**config.mk**
```make
export PLATFORM = sky130hd
export DESIGN_NAME = perf_counters
export DESIGN_NICKNAME = d
export VERILOG_FILES = /design/src/rtl/perf_counters_pkg.sv /design/src/rtl/perf_counter64.sv /design/src/rtl/perf_counters.sv
export SDC_FILE = /design/constraint.sdc
export NUM_CORES = 1
export LEC_CHECK = 0
export ABC_CLOCK_PERIOD_IN_PS = 3600
export BUFFER_PORTS_ARGS = -buffer_cell sky130_fd_sc_hd__buf_4
export CORE_MARGIN = 2
export CORE_UTILIZATION = 25
export CTS_CLUSTER_DIAMETER = 200
export DETAILED_ROUTE_END_ITERATION = 10
export MAX_ROUTING_LAYER = met4
export PLACE_DENSITY = 0.49
export SLEW_MARGIN = 30
export SYNTH_ARGS = -nofsm -noshare
export SYNTH_HDL_FRONTEND = slang
export SYNTH_SLANG_ARGS = --single-unit
```
**constraint.sdc**
```tcl
create_clock -name clk -period 3.6 [get_ports clk]
set_input_delay 0 -clock clk [delete_from_list [all_inputs] [get_ports clk]]
set_output_delay 0 -clock clk [all_outputs]
set_load 0.01 [all_outputs]
```
**src/rtl/perf_counters_pkg.sv**
```systemverilog
// Shared definitions for the performance-counter block: register offsets,
// CTRL bit positions, the default ID constant and a byte-lane merge helper.
package perf_counters_pkg;

  // Word offsets on adr_i.
  typedef enum logic [2:0] {
    ADR_CTRL    = 3'd0,
    ADR_CYC_LO  = 3'd1,
    ADR_CYC_HI  = 3'd2,
    ADR_INSN_LO = 3'd3,
    ADR_INSN_HI = 3'd4,
    ADR_LIMIT   = 3'd5,
    ADR_ID      = 3'd6,
    ADR_RSVD    = 3'd7
  } reg_adr_e;

  // CTRL register bit positions.
  localparam int CTRL_ENABLE = 0;
  localparam int CTRL_CLEAR  = 1;
  localparam int CTRL_HALT   = 2;

  // Value returned by the ID register unless overridden ("perf" in ASCII).
  localparam logic [31:0] ID_DEFAULT = 32'h7065_7266;

  // Merge new data into an old word one byte lane at a time.
  function automatic logic [31:0] merge_bytes(input logic [31:0] old_word,
                                              input logic [31:0] new_word,
                                              input logic [3:0]  sel);
    logic [31:0] result;
    result = old_word;
    for (int b = 0; b < 4; b++) begin
      if (sel[b]) result[8*b +: 8] = new_word[8*b +: 8];
    end
    return result;
  endfunction

endpackage

```
**src/rtl/perf_counter64.sv**
```systemverilog
// 64-bit event counter with synchronous clear; clear wins over increment.
module perf_counter64 (
  input  logic        clk,
  input  logic        reset,
  input  logic        clear,
  input  logic        inc,
  output logic [63:0] count
);

  logic [63:0] count_q;

  // Count register: reset and clear both zero it, otherwise step on inc.
  always_ff @(posedge clk) begin
    // NOTE: sequential state is always assigned with <= so every flop in the
    // design samples pre-edge values regardless of block ordering.
    if (reset) begin
      count_q <= '0;
    end else if (clear) begin
      count_q <= '0;
    end else if (inc) begin
      count_q <= count_q + 64'd1;
    end
  end

  assign count = count_q;

endmodule

```
**src/rtl/perf_counters.sv**
```systemverilog
// Wishbone-attached cycle / retired-instruction counters with HI-word
// snapshots, an optional cycle limit and a sticky halt request to the core.
module perf_counters
  import perf_counters_pkg::*;
#(
  parameter logic [31:0] LIMIT_INIT = 32'h0,
  parameter logic [31:0] ID_VALUE   = ID_DEFAULT
) (
  input  logic        clk,
  input  logic        reset,
  input  logic        cyc_i,
  input  logic        stb_i,
  input  logic        we_i,
  input  logic [3:0]  sel_i,
  input  logic [2:0]  adr_i,
  input  logic [31:0] dat_i,
  output logic [31:0] dat_o,
  output logic        ack_o,
  input  logic        retire_i,
  output logic        halt_o
);

  logic        req;
  logic        wr_req;
  logic        rd_req;
  reg_adr_e    adr;
  logic        ctrl_wr;
  logic        clear;
  logic        enable;
  logic [31:0] limit;
  logic        limit_hit;
  logic        count_en;
  logic [63:0] cyc_count;
  logic [63:0] insn_count;
  logic [31:0] cyc_hi_snap;
  logic [31:0] insn_hi_snap;
  logic [31:0] rd_value;

  // A new access is accepted only when no ack is outstanding, so a held
  // strobe produces one access every two cycles.
  assign req     = cyc_i & stb_i & ~ack_o;
  assign wr_req  = req & we_i;
  assign rd_req  = req & ~we_i;
  assign adr     = reg_adr_e'(adr_i);
  assign ctrl_wr = wr_req & (adr == ADR_CTRL) & sel_i[0];
  assign clear   = ctrl_wr & dat_i[CTRL_CLEAR];

  // The limit compare uses the registered count. Gating the increment with
  // the compare as well keeps the counter parked exactly at LIMIT during the
  // one cycle before halt_o rises.
  assign limit_hit = (limit != 32'd0) && (cyc_count >= {32'd0, limit});
  assign count_en  = enable & ~halt_o & ~limit_hit;

  perf_counter64 u_cyc (
    .clk   (clk),
    .reset (reset),
    .clear (clear),
    .inc   (count_en),
    .count (cyc_count)
  );

  perf_counter64 u_insn (
    .clk   (clk),
    .reset (reset),
    .clear (clear),
    .inc   (count_en & retire_i),
    .count (insn_count)
  );

  // Read mux for the addressed register.
  always_comb begin
    // NOTE: every always_comb output gets a default first so no path can
    // leave it unassigned and infer a latch.
    rd_value = '0;
    case (adr)
      ADR_CTRL:    rd_value[CTRL_HALT:CTRL_ENABLE] = {halt_o, 1'b0, enable};
      ADR_CYC_LO:  rd_value = cyc_count[31:0];
      ADR_CYC_HI:  rd_value = cyc_hi_snap;
      ADR_INSN_LO: rd_value = insn_count[31:0];
      ADR_INSN_HI: rd_value = insn_hi_snap;
      ADR_LIMIT:   rd_value = limit;
      ADR_ID:      rd_value = ID_VALUE;
      default:     rd_value = '0;
    endcase
  end

  // Bus response: ack one cycle after each accepted request; read data is
  // only driven during the ack cycle of a read.
  always_ff @(posedge clk) begin
    if (reset) begin
      ack_o <= 1'b0;
      dat_o <= '0;
    end else begin
      ack_o <= req;
      dat_o <= rd_req ? rd_value : 32'd0;
    end
  end

  // HI snapshots latch the upper word at the edge that ends a LO read.
  always_ff @(posedge clk) begin
    if (reset) begin
      cyc_hi_snap  <= '0;
      insn_hi_snap <= '0;
    end else begin
      if (rd_req && adr == ADR_CYC_LO)  cyc_hi_snap  <= cyc_count[63:32];
      if (rd_req && adr == ADR_INSN_LO) insn_hi_snap <= insn_count[63:32];
    end
  end

  // Control/limit registers and the sticky halt request.
  always_ff @(posedge clk) begin
    if (reset) begin
      enable <= 1'b1;
      limit  <= LIMIT_INIT;
      halt_o <= 1'b0;
    end else begin
      if (ctrl_wr) enable <= dat_i[CTRL_ENABLE];
      if (wr_req && adr == ADR_LIMIT) limit <= merge_bytes(limit, dat_i, sel_i);
      if ((ctrl_wr && dat_i[CTRL_HALT]) || limit_hit) halt_o <= 1'b1;
    end
  end

endmodule
```
==> flow_summary.toml, run 1 <==
[run_status]
status = "completed"

[sta]
hold_viol = 0
rsz0062_at_grt = "false"
period_needed_ps = 3440
fin_worst_skew_ps = 32.8
tightest_slew_ps = 945
drv_slew = 0
period_share = 0.955
max_freq_ghz = 0.291
setup_viol = 0
fin_tns_setup_ps = 0
relSlewSlack = 0.370

[floorplanning]
fp.coreArea_sq_um = 51400
die_height_um = 232
ios = 79
rows = 83
start_util = 0.254
die_area_sq_um = 54000
die_w_um = 232

[yosys]
synth_top_family_by_area = "simple AND/OR/NAND/NOR gates"
synth_mux_area_frac = 0.0341
yosys.area_share.xor_xnor = 0.000672
yosysWarnings = 0
yosysSeqAreaShare = 0.398
synth-simple-area-share = 0.284
syn_area_sq_um = 13000
netlist_instances = 1654
avgSynthCellArea_sq_um = 7.88
yosysUniqueCellTypes = 53
synth_adder_area_share = 0.0326
syn_nets = 1733
async_reset_ff_frac = 0
synth_compound_area_frac = 0.201
synth_edf_count = 0
ys_seq_elements = 259
synthFlopType = "dfxtp_1"

[critical_path]
slowest_delay_ps = 620
slowest_stage = "or4_1"
worst_path_most_repeated_cell = "or4_1"
crit_chain = "inv_1 > ha_1 > nand4_1 > o211ai_1 > or4_1 > nor4_2 > a31oi_4 > buf_4 > or4_1 > a21oi_1"
crit_type = "flop to flop"
path_max_fanout = 32
endpoint_kind = "flop"
start_kind = "flop"
cp.arrival_ps = 3960
rr_worst_depth = 10
required_ps = 4120

[clock_tree]
cts_buffer_depth = 3
clkTransAtPathRegs_ps = 60
clk_latency_ps = 600
cts_tree = "yes"
cts.sink_count = 259
cts-buffers-inserted = 31
root_buffer = "clkbuf_16"
h-tree-depth = 1

[grt]
grt-ovfl-total = 0
grt_pass1_vias = 12500
track_usage = 0.190
grt_max_degree = 100
grt_pass1_wl_um = 77400
antenna_found_initial = 2

[worst_hold_path]
min_path_type = "input port to flop"
min_path_cells = 5

[pwr]
p_leak_nw = 5.42
vdd_ir_drop_max_mv = 0.347
power.density_nw_per_um2 = 407

[detailed_routing]
drtAntennaViolNets = 0
via_count = 13400
firstDrtPassIters = 7
drt_first_iter_violations = 1298
drc = 0
wl_per_cell_um = 20.2
viasPerCell = 5.36
routed_wirelength_um = 50500

[cells_and_area]
syn2layout_area_growth_pct = 25.7
post-route-util = 0.319
final_cell_mix = "nand2_1, dfxtp_1, a21oi_1"
drive_gt1_frac = 0.125
nets = 1871
mostFrequentLayoutCell = "nand2_1"

[job]
max_cap_viol_count = 0

[placed_design]
place_congestion = 0.960
hpwl_um = 35600
port_buffers = 78
==> metrics by stage <==
stage	setup WS, ps	cells	hold slack [ps]	power (mW)	instance area (sq um)
2_1_floorplan	658	1654	118	3.36	13000
3_3_place_gp	281	2356	218	3.60	14600
3_5_place_dp	256	2356	225	3.61	14600
4_1_cts	176	2494	14.7	6.73	16400
5_1_grt	5.06	2495	31.9	6.89	16400
6_report	161	2497	26.0	6.67	16400
==> cell usage after synthesis, types with 2 or more instances <==
cell	number	area (sq um)
nand2_1	260	976
dfxtp_1	259	5180
a21oi_1	236	1180
clkbuf_1	94	353
nand3_1	87	435
or4_1	82	616
o31ai_1	71	533
nor2_1	67	251
o21ai_0	66	330
nand4_1	52	325
inv_1	46	173
or3_1	39	244
ha_1	34	425
and3_1	28	175
mux2i_1	23	230
nor4_1	22	138
mux2_2	19	214
a22oi_1	16	120
buf_2	16	80.1
nor3_1	15	75.1
a222oi_1	14	140
and4_1	13	114
and2_1	10	62.6
nand2b_1	8	50.1
o211ai_1	8	60.1
nor2b_1	7	43.8
or2_2	6	37.5
a31oi_1	5	31.3
buf_1	5	18.8
a211oi_1	4	30.0
a221oi_1	4	35.0
nor3b_1	4	30.0
a21o_1	3	22.5
a22o_1	3	26.3
nand4bb_1	3	33.8
o21a_1	3	22.5
o22a_1	3	26.3
a31oi_2	2	25.0
nand3b_1	2	15.0
nor4_2	2	25.0
==> routing by layer <==
metal  track usage  vias up  wire [um]
met5             -        -          0
met4        0.0481        0       1200
met3        0.0228       67       3030
met2         0.296      395      22800
met1         0.261     6509      23400
li1              -     6411          -
==> critical path: cells and delay by family, from the launching register on <==
kind / cells / cell delay, ps
AOI/OAI and AO/OA: 3 / 480
buffers and inverters: 2 / 340
adders and majority gates: 1 / 320
and+or+nand+nor: 4 / 1730
DFF: 1 / 470
==> final timing paths <==
check                                    from                      endpoint  slack, ps
setup / recovery       limit[30]$_SDFFE_PP0P_  u_cyc.count[13]$_SDFFE_PP0P_        160
hold / removal                           we_i           dat_o[2]$_SDFF_PP0_         30
setup reg to reg       limit[30]$_SDFFE_PP0P_  u_cyc.count[13]$_SDFFE_PP0P_        160
hold reg to reg   cyc_hi_snap[1]$_SDFFE_PP0P_   cyc_hi_snap[1]$_SDFFE_PP0P_        460
==> cell families (layout without fill, tap and decap cells) <==
family	count (synthesis)	count (layout)
adders and majority gates	34	34
and+or+nand+nor	711	711
AOI/OAI and AO/OA	443	443
muxes	42	42
xor gates and xnor gates	1	1
buffers and inverters	164	324
DFF	259	259
other	0	3
==> power by group <==
| group | switching (mW) | internal, mW | total, mW |
|---|---|---|---|
| sequential | 0.0256 | 2.88 | 2.91 |
| combinational | 0.457 | 0.225 | 0.682 |
| clock | 1.29 | 1.78 | 3.08 |
==> repair_timing <==
action | 4_1_cts | 5_1_grt
hold buffers | 83 | 0
gates resized for setup | 0 | 1
endpoints found under the setup margin | 0 | 10
buffers inserted | 0 | 0
hold endpoints to repair | 56 | 0
==> state kept, by name (all words and copies together), names as in the netlist <==
register	flops
u_insn.count	64
insn_hi_snap	32
u_cyc.count	64
dat_o	32
limit	32
cyc_hi_snap	32
halt_o	1
ack_o	1
enable	1
==> layout make-up <==
class	count	area, sq um
antenna	3	7.51
clock buffer	45	898
clock inverter	10	78.8
fill	5412	35000
inverter	46	173
multi-input combinational	1231	7260
sequential	259	5180
tap	680	851
timing repair buffer	223	1940
Note: power is estimated with default switching activity, not from simulation.
==> run 2, diff against run 1 <==
--- a/config.mk
+++ b/config.mk
@@ -7,12 +7,14 @@
 export LEC_CHECK = 0
 export ABC_CLOCK_PERIOD_IN_PS = 3600
 export BUFFER_PORTS_ARGS = -buffer_cell sky130_fd_sc_hd__buf_4
+export CELL_PAD_IN_SITES_DETAIL_PLACEMENT = 1
+export CELL_PAD_IN_SITES_GLOBAL_PLACEMENT = 1
 export CORE_MARGIN = 2
-export CORE_UTILIZATION = 25
+export CORE_UTILIZATION = 24
 export CTS_CLUSTER_DIAMETER = 200
 export DETAILED_ROUTE_END_ITERATION = 10
 export MAX_ROUTING_LAYER = met4
-export PLACE_DENSITY = 0.49
+export PLACE_DENSITY = 0.56
 export SLEW_MARGIN = 30
 export SYNTH_ARGS = -nofsm -noshare
 export SYNTH_HDL_FRONTEND = slang
==> flow_summary.toml, run 2 (synthesized netlist as in run 1, its figures left out) <==
[run_status]
status = "completed"

[grt]
grt_pass1_wl_um = 84200
grt_pass1_vias = 13300
grt-ovfl-total = 0
antenna_found_initial = 1
grt_max_degree = 94
track_usage = 0.201

[pwr]
p_leak_nw = 5.52
power.density_nw_per_um2 = 435
vdd_ir_drop_max_mv = 0.232

[floorplanning]
die_w_um = 237
die_area_sq_um = 56200
ios = 79
fp.coreArea_sq_um = 53800
rows = 85
start_util = 0.242
die_height_um = 237

[sta]
relSlewSlack = 0.366
max_freq_ghz = 0.291
fin_tns_setup_ps = 0
period_needed_ps = 3440
rsz0062_at_grt = "false"
setup_viol = 0
tightest_slew_ps = 941
drv_slew = 0
period_share = 0.955
holdWs_ps = 31.0
hold_viol = 0
fin_worst_skew_ps = 22.4

[cells_and_area]
final_cell_mix = "nand2_1, dfxtp_1, a21oi_1"
mostFrequentLayoutCell = "nand2_1"
drive_gt1_frac = 0.133
fin_cells = 2525
syn2layout_area_growth_pct = 27.7
nets = 1881

[placed_design]
hpwl_um = 39600
port_buffers = 78
numPlacedInstances = 2379
place_congestion = 0.926

[critical_path]
cp.arrival_ps = 3860
path_buf_inv = 3
crit_type = "flop to flop"
crit_family = "simple AND/OR/NAND/NOR gates"
slowest_stage = "or4_1"
path_max_fanout = 30
endpoint_kind = "flop"
crit_chain = "inv_1 > ha_1 > nand4_1 > o211ai_1 > or4_1 > nor3_1 > a31oi_4 > buf_12 > a211oi_1 > nor2_1 > dlygate4sd3_1"
slowest_delay_ps = 570
start_kind = "flop"
required_ps = 4020

[clock_tree]
cts_resized = 0
clkTransAtPathRegs_ps = 60
cts-buffers-inserted = 36
root_buffer = "clkbuf_16"
clk_latency_ps = 550
cts.sink_count = 259
h-tree-depth = 2
cts_buffer_depth = 3
cts_tree = "yes"

[worst_hold_path]
min_path_type = "input port to flop"

[detailed_routing]
routed_wirelength_um = 55900
via_count = 13500
drt_first_iter_violations = 1043
viasPerCell = 5.36
drc = 0
drtAntennaViolNets = 0
wl_per_cell_um = 22.1
firstDrtPassIters = 7

[job]
max_cap_viol_count = 0
[run 2: changes by cell type in the layout (fill, tap and decap cells not counted), moves of 2 or more]
cell / previous run / this run
buf_4: 135 / 143
clkbuf_16: 31 / 38
clkinvlp_4: 0 / 3
dlygate4sd3_1: 83 / 79
clkbuf_1: 7 / 5
[run 2: metrics by stage]
step	area [sq um]	util	power (mW)	worst slack, ps
finish	16700	0.309	7.25	164
floorplan	13000	-	3.36	658
global placement	14600	0.272	3.63	304
detailed placement	14600	0.272	3.65	263
CTS	16600	0.309	7.32	146
global route	16700	0.309	7.50	31.2
[run 2: worst min-delay path, delay by kind of cell]
kind | cells | cell delay [ps]
and+or+nand+nor | 2 | 320
buffers and inverters | 1 | 140
AOI/OAI and AO/OA | 1 | 60
[run 2: what timing repair did]
action	4_1_cts	5_1_grt
setup endpoints to repair	0	1
buffers inserted	0	1
hold buffers	79	0
hold endpoints to repair	70	0
[run 2: path summary, 6_finish.rpt]
check	start	end	slack, ps	cells past startpoint
max	limit[30]$_SDFFE_PP0P_	halt_o$_SDFFE_PP0P_	160	11
min	sel_i[1]	limit[13]$_SDFFE_PP0P_	30	4
min reg2reg	insn_hi_snap[28]$_SDFFE_PP0P_	insn_hi_snap[28]$_SDFFE_PP0P_	460	2
max reg2reg	limit[30]$_SDFFE_PP0P_	halt_o$_SDFFE_PP0P_	160	11
[run 2: power by group]
| part | internal, mW | switching [mW] | leakage, nW |
|---|---|---|---|
| Sequential | 2.89 | 0.0281 | 2.09 |
| Combinational | 0.237 | 0.497 | 2.86 |
| Clock | 2.18 | 1.42 | 0.579 |
| Total | 5.31 | 1.94 | 5.52 |
[run 2: layout make-up]
| cell class | instances | area, sq um |
|---|---|---|
| clock buffers | 50 | 1050 |
| well taps | 696 | 871 |
| inverters | 46 | 173 |
| fillers | 6341 | 37200 |
| clock inverters | 13 | 123 |
| flip-flops and latches | 259 | 5180 |
| diodes | 2 | 5.00 |
| repair buffers | 228 | 1990 |
| multi-input cells | 1231 | 7250 |
[run 2: metal layers]
metal / track usage / vias up / wire, um
met5: - / - / 0
met2: 0.318 / 296 / 25900
met4: 0.0522 / 0 / 1160
met1: 0.269 / 6781 / 26400
li1: - / 6416 / -
met3: 0.0276 / 50 / 2490
